$ cat config.mk
export PLATFORM = sky130hd
export DESIGN_NAME = alarm_ctrl
export DESIGN_NICKNAME = d
export VERILOG_FILES = /design/src/rtl/alarm_ctrl.sv
export SDC_FILE = /design/constraint.sdc
export NUM_CORES = 1
export LEC_CHECK = 0
export CORE_AREA = 10 10 110 73
export DETAILED_ROUTE_END_ITERATION = 16
export DIE_AREA = 0 0 120 83
export GPL_ROUTABILITY_DRIVEN = 0
export SETUP_SLACK_MARGIN = 0.05
export SKIP_LAST_GASP = 1
export SYNTH_ARGS = -nofsm -noshare
export SYNTH_HDL_FRONTEND = slang
export SYNTH_SLANG_ARGS = --single-unit
$ cat constraint.sdc
create_clock -name clk_i -period 3.9 [get_ports clk_i]
set_clock_uncertainty 0.05 [all_clocks]
set_input_delay 1.17 -clock clk_i [delete_from_list [all_inputs] [get_ports clk_i]]
set_output_delay 1.17 -clock clk_i [all_outputs]
set_load 0.005 [all_outputs]
$ cat src/rtl/alarm_ctrl.sv
// Alarm sequencing controller: key handling for alarm-time setting, alarm match
// detection and the ring/snooze buzzer sequence. All outputs are registered.
module alarm_ctrl #(
   parameter int RING_SECS   = 60,
   parameter int SNOOZE_SECS = 300,
   parameter int SET_TIMEOUT = 10
) (
   input  logic       clk_i,
   input  logic       cr_i,
   input  logic       sec_tick_i,
   input  logic       mode_key_i,
   input  logic       adj_key_i,
   input  logic       arm_key_i,
   input  logic [7:0] cur_hour_i,
   input  logic [7:0] cur_minute_i,
   input  logic [7:0] cur_second_i,
   input  logic [7:0] alm_hour_i,
   input  logic [7:0] alm_minute_i,
   output logic       set_en_o,
   output logic [1:0] alarm_set_select_o,
   output logic       set_confirm_o,
   output logic       armed_o,
   output logic       ringing_o,
   output logic       snoozing_o,
   output logic       buzzer_o
);

   // state      | meaning
   // S_IDLE     | waiting for keys or an armed alarm match
   // S_SET_MIN  | stepping the alarm minute field
   // S_SET_HOUR | stepping the alarm hour field
   // S_RING     | buzzer sounding, 1 s on / 1 s off
   // S_SNOOZE   | buzzer silent, counting down to ring again
   typedef enum logic [2:0] {
      S_IDLE     = 3'd0,
      S_SET_MIN  = 3'd1,
      S_SET_HOUR = 3'd2,
      S_RING     = 3'd3,
      S_SNOOZE   = 3'd4
   } state_t;

   localparam logic [7:0] RING_LOAD   = 8'(RING_SECS);
   localparam logic [9:0] SNOOZE_LOAD = 10'(SNOOZE_SECS);
   localparam logic [7:0] TMO_LOAD    = 8'(SET_TIMEOUT);

   state_t     state_q, state_d;
   logic       armed_q, armed_d;
   logic [7:0] ring_q, ring_d;
   logic [9:0] snz_q, snz_d;
   logic [7:0] tmo_q, tmo_d;
   logic       confirm_d;

   logic       set_en_q, set_en_d;
   logic [1:0] sel_q, sel_d;
   logic       confirm_q;
   logic       ringing_q, ringing_d;
   logic       snoozing_q, snoozing_d;
   logic       buzzer_q, buzzer_d;

   logic       arm_w, mode_w, adj_w, match_w;

   // Key priority: arm beats mode beats adj; losers are dropped.
   assign arm_w   = arm_key_i;
   assign mode_w  = mode_key_i & ~arm_key_i;
   assign adj_w   = adj_key_i & ~arm_key_i & ~mode_key_i;
   assign match_w = sec_tick_i && (cur_hour_i == alm_hour_i) &&
                    (cur_minute_i == alm_minute_i) && (cur_second_i == 8'h00);

   always_ff @(posedge clk_i or negedge cr_i) begin
      if (!cr_i) begin
         state_q    <= S_IDLE;
         armed_q    <= 1'b0;
         ring_q     <= '0;
         snz_q      <= '0;
         tmo_q      <= '0;
         set_en_q   <= 1'b0;
         sel_q      <= 2'b00;
         confirm_q  <= 1'b0;
         ringing_q  <= 1'b0;
         snoozing_q <= 1'b0;
         buzzer_q   <= 1'b0;
      end else begin
         state_q    <= state_d;
         armed_q    <= armed_d;
         ring_q     <= ring_d;
         snz_q      <= snz_d;
         tmo_q      <= tmo_d;
         set_en_q   <= set_en_d;
         sel_q      <= sel_d;
         confirm_q  <= confirm_d;
         ringing_q  <= ringing_d;
         snoozing_q <= snoozing_d;
         buzzer_q   <= buzzer_d;
      end
   end

   always_comb begin
      state_d   = state_q;
      armed_d   = armed_q;
      ring_d    = ring_q;
      snz_d     = snz_q;
      tmo_d     = tmo_q;
      confirm_d = 1'b0;
      case (state_q)
         S_IDLE: begin
            if (arm_w) begin
               armed_d = ~armed_q;
            end else if (mode_w) begin
               state_d = S_SET_MIN;
               tmo_d   = TMO_LOAD;
            end else if (armed_q && match_w) begin
               state_d = S_RING;
               ring_d  = RING_LOAD;
            end
         end
         S_SET_MIN, S_SET_HOUR: begin
            // arm_key is ignored here, so a tick in the same cycle still counts
            if (mode_w) begin
               state_d = (state_q == S_SET_MIN) ? S_SET_HOUR : S_IDLE;
               tmo_d   = TMO_LOAD;
            end else if (adj_w) begin
               confirm_d = 1'b1;
               tmo_d     = TMO_LOAD;
            end else if (sec_tick_i) begin
               if (tmo_q <= 8'd1) begin
                  tmo_d   = '0;
                  state_d = S_IDLE;
               end else begin
                  tmo_d = tmo_q - 8'd1;
               end
            end
         end
         S_RING: begin
            if (arm_w) begin
               state_d = S_IDLE;
            end else if (mode_w) begin
               state_d = S_SNOOZE;
               snz_d   = SNOOZE_LOAD;
            end else if (sec_tick_i) begin
               if (ring_q <= 8'd1) begin
                  ring_d  = '0;
                  state_d = S_IDLE;
               end else begin
                  ring_d = ring_q - 8'd1;
               end
            end
         end
         S_SNOOZE: begin
            if (arm_w) begin
               state_d = S_IDLE;
            end else if (sec_tick_i) begin
               if (snz_q <= 10'd1) begin
                  snz_d   = '0;
                  state_d = S_RING;
                  ring_d  = RING_LOAD;
               end else begin
                  snz_d = snz_q - 10'd1;
               end
            end
         end
         default: state_d = S_IDLE;
      endcase
   end

   always_comb begin
      set_en_d   = (state_d == S_SET_MIN) || (state_d == S_SET_HOUR);
      sel_d      = (state_d == S_SET_MIN)  ? 2'b01 :
                   (state_d == S_SET_HOUR) ? 2'b10 : 2'b00;
      ringing_d  = (state_d == S_RING);
      snoozing_d = (state_d == S_SNOOZE);
      if (state_d != S_RING)      buzzer_d = 1'b0;
      else if (state_q != S_RING) buzzer_d = 1'b1;
      else if (sec_tick_i)        buzzer_d = ~buzzer_q;
      else                        buzzer_d = buzzer_q;
   end

   assign set_en_o           = set_en_q;
   assign alarm_set_select_o = sel_q;
   assign set_confirm_o      = confirm_q;
   assign armed_o            = armed_q;
   assign ringing_o          = ringing_q;
   assign snoozing_o         = snoozing_q;
   assign buzzer_o           = buzzer_q;

endmodule

==> run summary, run 1 <==
status - finished, final reports clean
TritonCTS clock tree - yes
IO Pins - 54
crit path launch - cur_second_i[0]
ys flop type - dfrtp_1
cell count after synthesis - 265
Required @ worst endpoint - 4.02 ns
largest net degree at the start of global routing - 38
sequential share of the synthesized area - 0.396
CP max stage delay - 0.53 ns
DIE HEIGHT - 83 um
most area-consuming cells after synthesis - dfrtp_1 (40%), xor2_1 (5.6%), o21ai_0 (5.1%)
fill cell count - 584
Tcrit/Tclk final - 0.803
Pwr per Cell Area - 486 mW/mm^2
Syn Area/Cell - 8.83 um^2
Synth Area in Compound Gates - 0.217
EDFF count, synth - 0
Final Hold Fails - 0
Post-Synth Adder-Cell Area - 0.0321
Fin Setup TNS - 0 ns
Startpoint Class - primary input
worst-path cell chain - clkdlybuf4s50_1 -> or4b_4 -> nor3_2 -> a41oi_1 -> a211o_1 -> o41ai_1 -> o21ai_1
Placed Instances - 393
global-route wire length before repair - 10300 um
hpwl dp - 4660 um
clk_lat worst skew - 0.30 ns
Post-layout nets - 368
actual slew at the worst max-slew pin - 0.816 ns
Antenna Violating Nets Remaining - 0
GRT Resource Usage Total - 0.123
DIE AREA - 0.00996 mm^2
kind of critical path - primary input to flop
FF-to-FF End - ring_q[5]
H-Tree Depth - 2
Residual DRC - 0
largest area contributor in the netlist - dfrtp_1
arrival time worst endpoint - 3.25 ns
Simple-Gate Fraction of Synth Area - 0.219
TritonCTS Sinks - 37
syn nets - 317
element type at the critical path end - flop
TritonRoute pass-1 iters - 4
most frequent cells in the layout - clkdlybuf4s50_1 (52), dfrtp_1 (37), nand2_1 (26)
CP top delay family - compound AO/OA/AOI/OAI gates
Port Buffers - 53
ant diodes - 0
hold path endpoint - armed_o
hold path depth - 1
drt total wl - 5890 um
Bufs on Longest Clock Path - 2
root buf cell - clkbuf_8
Setup violations, final - 0
FF-to-FF path depth - 6
r2r startpoint - state_q[2]
Crit path buffers/inverters - 1
GRT Residual Overflow - 0
Rel. slew slack - 0.456
drt via density - 5.19
Initial Util - 0.392
Final min period - 3.13 ns
Syn. warnings - 0
hold buffers post-CTS - 0
XOR/XNOR Fraction of Synth Area - 0.0861
maximum vdd drop - 0.147 mV
Syn-to-layout area delta - 28.5%
routed via count - 2082
initial antenna violation count - 0
Non-Filler Instances - 401
cts bufs inserted - 5
vias in the first global route - 2133
Avg WL per Cell - 14.7 um
core area - 0.00597 mm^2
Peak Freq - 319 MHz
share of cells above drive strength 1 - 0.0757
Row Count - 22
Mapped Area - 0.00234 mm^2
iteration-0 DRC count of the detailed router - 164
worst min path class - flop to flop
most common cell after layout, fill and taps aside - clkdlybuf4s50_1
ys async rst share - 1.00
dpl ws - 0.457 ns
fin. max-slew vios - 0
Pleak - 1.22 nW
FF-to-FF setup slack - 1.40 ns
largest family of logic cells by synthesized area - simple AND/OR/NAND/NOR gates
Post-CTS Setup Inserts - 0
RSZ-0062 raised after global routing - false
Seq cells post-synth - 37
critical path fanouts, max - 13
final worst slack - 0.768 ns
post_cts resized - 0
slowest CP cell - or4b_4
max_cap viols - 0
Hold Path Origin - armed_o
post-synth top area share - 0.396
synth unique cells - 53
clk slew on worst S/H paths - 0.08 ns
multiplexer share of the synthesized area - 0
die width - 120 um
cell usage after synthesis, drive strengths merged, types with 2 or more instances:
library cell,count
or3b,2
buf,8
nor2b,4
or3,7
nand2b,2
o21ai,31
a21oi,17
nor2,19
ha,6
nor3,8
xnor2,8
dfrtp,37
o41ai,3
nand3,7
clkbuf,3
nand2,26
a41oi,2
o31ai,6
nor4,7
a211o,2
a31oi,7
inv,14
a21boi,2
nand4,3
xor2,15
or4,2
layout make-up:
class | instances | area [um^2] | share of cell area
clock buffers | 5 | 68.8 | 0.0229
repair buffers | 55 | 541 | 0.180
inverters | 14 | 52.6 | 0.0175
clock inverters | 3 | 17.5 | 0.00583
flip-flops and latches | 37 | 926 | 0.308
multi-input cells | 203 | 1300 | 0.431
well taps | 84 | 105 | 0.0350
logic make-up (layout without fill, tap and decap cells):
group	Yosys count	after routing
AO/OA/AOI/OAI	80	80
XOR/XNOR	23	23
adder cells (fa/ha/maj)	6	6
buffers and inverters	25	77
flip-flops	37	37
AND/OR/NAND/NOR	94	94
worst reg2reg max path, stage by stage, from the launching register on:
cell     delay (ns)
dfrtp_1        0.54
nor3b_1        0.43
a21oi_1        0.13
a211o_1        0.33
a211o_1        0.46
o41ai_1        0.33
o21ai_1        0.11
sequential cells by signal, indices dropped and copies added, names as in the netlist:
| signal | count |
|---|---|
| snz_q | 10 |
| set_confirm_o | 1 |
| state_q | 3 |
| set_en_o | 1 |
| alarm_set_select_o | 2 |
| buzzer_o | 1 |
| ring_q | 8 |
| tmo_q | 8 |
| snoozing_o | 1 |
| armed_o | 1 |
| ringing_o | 1 |
layer usage:
metal	share of wire	global-route usage	routed length, um	up-vias
met2	0.37	0.150	2160	80
met5	0	0	0	-
li1	-	-	-	1055
met4	0.013	0.0423	78	0
met3	0.14	0.0784	806	7
met1	0.48	0.167	2850	940
stage by stage:
stage	total power, mW	hold WS, ns	area (um^2)	util
after floorplan	1.01	0.408	2340	-
after global placement	1.20	0.453	2920	0.489
after detailed placement	1.20	0.444	2920	0.489
after CTS	1.47	0.466	3010	0.503
after global routing	1.59	0.480	3010	0.503
final	1.46	0.467	3010	0.503
how the worst max path moves through the flow:
stage | slack, ns | depth (start not counted) | end
final | 0.77 | 7 | ring_q[5]
after global routing | 0.58 | 7 | ring_q[5]
after CTS | 0.77 | 7 | ring_q[3]
after detailed placement | 0.46 | 7 | ring_q[3]
after global placement | 0.50 | 6 | tmo_q[5]
after floorplan | 1.16 | 6 | buzzer_o
report_power, final:
group	switching, mW	total [mW]	internal, mW	leakage [nW]
sequential	0.131	0.628	0.498	0.475
combinational	0.299	0.567	0.268	0.703
clock	0.143	0.266	0.123	0.0439
(Power assumes the default switching activity.)
==> inputs of run 2 (changes only) <==
- PLACE_DENSITY: not set -> 0.67
- clock period: 3.9 -> 2.8 ns (I/O delays scaled with it)
==> run 2 against run 1 <==
Against the previous run: global-route usage increased by 0.64 points; cell area increased by 7.4%; final cell count increased by 6.5%; die area unchanged; hold slack got worse by 0.0034 ns; power increased by 46%; critical path depth increased by 1; clock-buffer cell count increased by 3; clock power increased by 36%; largest power group unchanged; highest routed layer unchanged.
==> run summary, run 2 (same netlist as run 1, synthesis figures left out) <==
RSZ-0062 raised after global routing - true
Row Count - 22
drt via density - 5.19
hpwl dp - 5130 um
hold buffers post-CTS - 0
share of cells above drive strength 1 - 0.149
Startpoint Class - primary input
register area - 926 um^2
Fin Setup TNS - 0 ns
cts bufs inserted - 5
max FFs per register - 10
root buf cell - clkbuf_8
H-Tree Depth - 2
Logic pwr share - 0.415
area of the multi-input gates - 0.00133 mm^2
kind of critical path - primary input to flop
routed via count - 2216
CP max stage delay - 0.55 ns
met1 GRT Util - 0.180
worst-path cell chain - clkdlybuf4s50_1 -> or4b_4 -> nor3_4 -> a41oi_2 -> a211o_4 -> buf_4 -> buf_4 -> o21ai_0
GRT Residual Overflow - 0
Pwr per Cell Area - 661 mW/mm^2
maximum vdd drop - 0.274 mV
core area - 0.00597 mm^2
Bufs on Longest Clock Path - 2
DIE AREA - 0.00996 mm^2
arrival time worst endpoint - 2.85 ns
TritonCTS Sinks - 37
GRT Resource Usage Total - 0.130
worst min path class - flop to flop
Largest regs - snz_q (10), ring_q (8), tmo_q (8)
clk_lat worst skew - 0.29 ns
max_cap viols - 0
global-route wire length before repair - 10800 um
clk slew on worst S/H paths - 0.08 ns
DIE HEIGHT - 83 um
TritonRoute pass-1 iters - 4
Rel. slew slack - 0.651
Avg WL per Cell - 15.4 um
Psw - 835 uW
Crit path top cell by count - buf_4
Pleak - 1.35 nW
Internal Power - 1.30 mW
element type at the critical path end - flop
Residual DRC - 0
most common cell after layout, fill and taps aside - clkdlybuf4s50_1
Placed Instances - 416
drt total wl - 6600 um
GR met3 Demand/Resource - 0.0284
gr busiest metal - met2
Final min period - 2.71 ns
M2 GR Usage - 0.197
Peak Freq - 370 MHz
iteration-0 DRC count of the detailed router - 125
vias in the first global route - 2129
slowest CP cell - or4b_4
Tcrit/Tclk final - 0.966
clock share of power - 0.170
die width - 120 um
initial antenna violation count - 0
Final Hold Fails - 0
actual slew at the worst max-slew pin - 0.523 ns
Non-Filler Instances - 427
Port Buffers - 53
ant diodes - 0
Final Util - 0.541
Syn-to-layout area delta - 38.1%
Net Sw Frac - 0.391
most frequent cells in the layout - clkdlybuf4s50_1 (52), dfrtp_1 (37), buf_4 (27)
status - finished, final reports clean
IO Pins - 54
fill cell count - 563
TritonCTS clock tree - yes
Initial Util - 0.392
Setup violations, final - 0
Post-layout nets - 394
Required @ worst endpoint - 2.95 ns
Antenna Violating Nets Remaining - 0
sequential power share - 0.415
Most flops, register - snz_q
largest net degree at the start of global routing - 38
critical path fanouts, max - 6
fin. max-slew vios - 0
-- run 2: cell types whose count changed in the layout (fill, tap and decap cells not counted), sizes merged --
cell | previous run | this run
buf | 3 | 28
clkbuf | 5 | 9
clkinv | 2 | 0
clkinvlp | 1 | 0
-- run 2: layout make-up --
| type | count | share of cell area |
|---|---|---|
| clock buffer | 8 | 0.0248 |
| inverter | 14 | 0.0163 |
| tap | 84 | 0.0325 |
| timing repair buffer | 81 | 0.227 |
| sequential | 37 | 0.287 |
| multi-input combinational | 203 | 0.413 |
-- run 2: worst paths after layout --
| check | cells past startpoint | slack (ns) | to | start |
|---|---|---|---|---|
| setup / recovery | 8 | 0.09 | ring_q[4] | cur_second_i[0] |
| hold / removal | 1 | 0.46 | ring_q[7] | ring_q[7] |
| setup reg to reg | 9 | 0.47 | ring_q[4] | snz_q[0] |
| hold reg to reg | 1 | 0.46 | ring_q[7] | ring_q[7] |
| max in group asynchronous | 2 | 1.81 | snz_q[4] | cr_i |
| min in group asynchronous | 2 | 0.54 | tmo_q[0] | cr_i |
-- run 2: per-stage QoR --
stage          area [um^2]  worst slack [ns]  total power [mW]  hold WS [ns]
2_1_floorplan         2340             0.391              1.40         0.408
3_3_place_gp          3090            -0.152              1.71         0.445
3_5_place_dp          3090            -0.288              1.74         0.458
4_1_cts               3180            0.0558              2.11         0.464
5_1_grt               3230            0.0199              2.30         0.474
6_report              3230            0.0941              2.13         0.464
-- run 2: worst max-delay path: cells and delay by family --
kind,cells,cell delay [ns]
AND/OR/NAND/NOR,2,0.69
AO/OA/AOI/OAI,3,0.66
buffers and inverters,3,0.66
-- run 2: power by group through the flow --
stage                     combinational, mW  clock [mW]  sequential [mW]
after floorplan                       0.582           0            0.822
after global placement                0.837           0            0.873
after detailed placement              0.856           0            0.882
after CTS                             0.863       0.374            0.874
after global routing                  0.992       0.399            0.908
final                                 0.885       0.363            0.886
-- run 2: timing repair --
item / 4_1_cts / 5_1_grt
resized for setup: 1 / 8
setup buffers: 0 / 3
pin swaps: 0 / 1
hold endpoints to repair: 0 / 0
endpoints found under the setup margin: 1 / 4
-- run 2: per-layer routing --
metal,part of all wire,vias up
li1,-,1117
met1,0.50,1052
met2,0.45,41
met3,0.042,6
met4,0.0085,0
met5,0,-
==> inputs of run 3 (changes only) <==
- ABC_AREA: not set -> 1
- CORE_AREA: 10 10 110 73 -> 10 10 114 75
- DIE_AREA: 0 0 120 83 -> 0 0 124 85
==> run 3 against run 2 <==
Against the previous run: register-to-register slack improved by 0.35 ns; synthesized area rose by 8.5%; routed wire length fell by 5.6%; critical path type unchanged; critical endpoint is now snz_q[6]; largest power group is now combinational logic; highest routed layer unchanged.
==> run summary, run 3 <==
maximum vdd drop - 0.367 mV
DIE HEIGHT - 85 um
Syn. warnings - 0
hold buffers post-CTS - 0
ant diodes - 0
global-route wire length before repair - 10600 um
fin. max-slew vios - 0
largest net degree at the start of global routing - 38
Final Hold Fails - 0
Hold WS - 0.461 ns
TritonRoute pass-1 iters - 4
Antenna Violating Nets Remaining - 0
Mapped Area - 0.00254 mm^2
TritonCTS Sinks - 37
critical path fanouts, max - 8
CP top delay family - buffers and inverters
share of cells above drive strength 1 - 0.0860
Pleak - 1.68 nW
sequential share of the synthesized area - 0.365
Tcrit/Tclk final - 0.845
Setup violations, final - 0
post_cts resized - 0
Final min period - 2.37 ns
routed via count - 2409
slowest CP cell - clkdlybuf4s50_1
Required @ worst endpoint - 2.93 ns
Bufs on Longest Clock Path - 2
cts bufs inserted - 5
Post-CTS Setup Inserts - 0
Largest regs - snz_q (10), ring_q (8), tmo_q (8)
worst-path cell chain - clkdlybuf4s50_1 -> inv_2 -> nand2_2 -> inv_1 -> nand2_1 -> nand2_2 -> inv_1 -> nor2_1 -> nor3_1
most frequent cells in the layout - nand2_1 (90), inv_1 (67), nor2_1 (60)
final worst slack - 0.435 ns
Seq cells post-synth - 37
GRT Residual Overflow - 0
vias in the first global route - 2242
status - finished, final reports clean
Startpoint Class - primary input
largest area contributor in the netlist - dfrtp_1
kind of critical path - primary input to flop
H-Tree Depth - 2
Fin Setup TNS - 0 ns
initial antenna violation count - 0
actual slew at the worst max-slew pin - 0.835 ns
EDFF count, synth - 0
clk slew on worst S/H paths - 0.08 ns
most area-consuming cells after synthesis - dfrtp_1 (36%), nand2_1 (13%), inv_1 (9.9%)
Row Count - 23
Residual DRC - 0
Rel. slew slack - 0.444
most common cell in the netlist - nand2_1
synth unique cells - 33
drt via density - 4.55
most common cell after layout, fill and taps aside - nand2_1
Crit path buffers/inverters - 4
Post-layout nets - 493
Avg WL per Cell - 11.8 um
ys async rst share - 1.00
list of most frequent post-synthesis cells - nand2_1 (90), inv_1 (67), nor2_1 (60), dfrtp_1 (37), nand3_1 (17)
Most flops, register - snz_q
DIE AREA - 0.0105 mm^2
Pwr per Cell Area - 722 mW/mm^2
cell count after synthesis - 379
Initial Util - 0.392
FF-to-FF setup slack - 0.82 ns
drt total wl - 6230 um
syn nets - 431
max_cap viols - 0
element type at the critical path end - flop
arrival time worst endpoint - 2.49 ns
TritonCTS clock tree - yes
hpwl dp - 5160 um
ys flop type - dfrtp_1
die width - 124 um
Port Buffers - 53
clk_lat worst skew - 0.30 ns
Syn Area/Cell - 6.70 um^2
post-synth top area share - 0.365
root buf cell - clkbuf_8
max FFs per register - 10
CP max stage delay - 0.51 ns
iteration-0 DRC count of the detailed router - 133
core area - 0.00647 mm^2
dpl ws - 0.147 ns
Syn-to-layout area delta - 29.5%
GRT Resource Usage Total - 0.122
IO Pins - 54
Peak Freq - 423 MHz
RSZ-0062 raised after global routing - false
worst min path class - flop to flop
==> run 3: cell count changes after synthesis, moves of 6 or more <==
cell | previous run | this run
nor2_1 | 19 | 60
nand3_1 | 7 | 17
or3_1 | 7 | 0
nand2_1 | 26 | 90
o31ai_1 | 6 | 0
o21ai_0 | 24 | 16
nand2_2 | 0 | 6
inv_1 | 14 | 67
==> run 3: final cells by class <==
class                      instances  area (um^2)
timing repair buffer              56          548
multi-input combinational        267         1320
clock buffer                       6         82.6
inverter                          74          285
sequential                        37          926
fill                             671         3190
clock inverter                     2         13.8
tap                               87          109
==> run 3: path summary, 6_finish.rpt <==
| kind | start | endpoint | cells past startpoint |
|---|---|---|---|
| worst max-delay path | arm_key_i | snz_q[6] | 9 |
| max in group asynchronous | cr_i | snz_q[3] | 1 |
| worst max register to register | snz_q[0] | ring_q[2] | 10 |
| worst min-delay path | armed_o | armed_o | 1 |
| min in group asynchronous | cr_i | ring_q[2] | 1 |
| worst min register to register | armed_o | armed_o | 1 |
==> run 3: metal layers <==
layer	up-vias	part of all wire	routed length (um)	GRT usage
met3	5	0.051	315	0.0337
met5	-	0	0	0
met1	1073	0.51	3180	0.168
met4	0	0.0088	55	0.0323
met2	40	0.43	2680	0.183
li1	1291	-	-	-
==> run 3: kinds of logic after synthesis <==
logic type | Yosys count | synth area share
xor gates and xnor gates | 13 | 0.0448
buffers and inverters | 75 | 0.114
adders and majority gates | 6 | 0.0296
and+or+nand+nor | 202 | 0.351
AOI/OAI and AO/OA | 46 | 0.0956
DFF | 37 | 0.365
==> run 3: per-stage QoR <==
stage	cell area, um^2	power [mW]	instances	utilization
6_report	3290	2.37	529	0.508
5_1_grt	3290	2.59	529	0.508
4_1_cts	3290	2.39	529	0.508
3_5_place_dp	3190	1.98	521	0.493
3_3_place_gp	3190	1.96	521	0.493
2_1_floorplan	2540	1.63	379	-
==> run 3: where the power goes <==
group,internal (mW),leakage [nW],switching (mW)
Combinational,0.479,1.16,0.644
Sequential,0.707,0.473,0.139
Clock,0.200,0.0512,0.206
Total,1.38,1.68,0.988
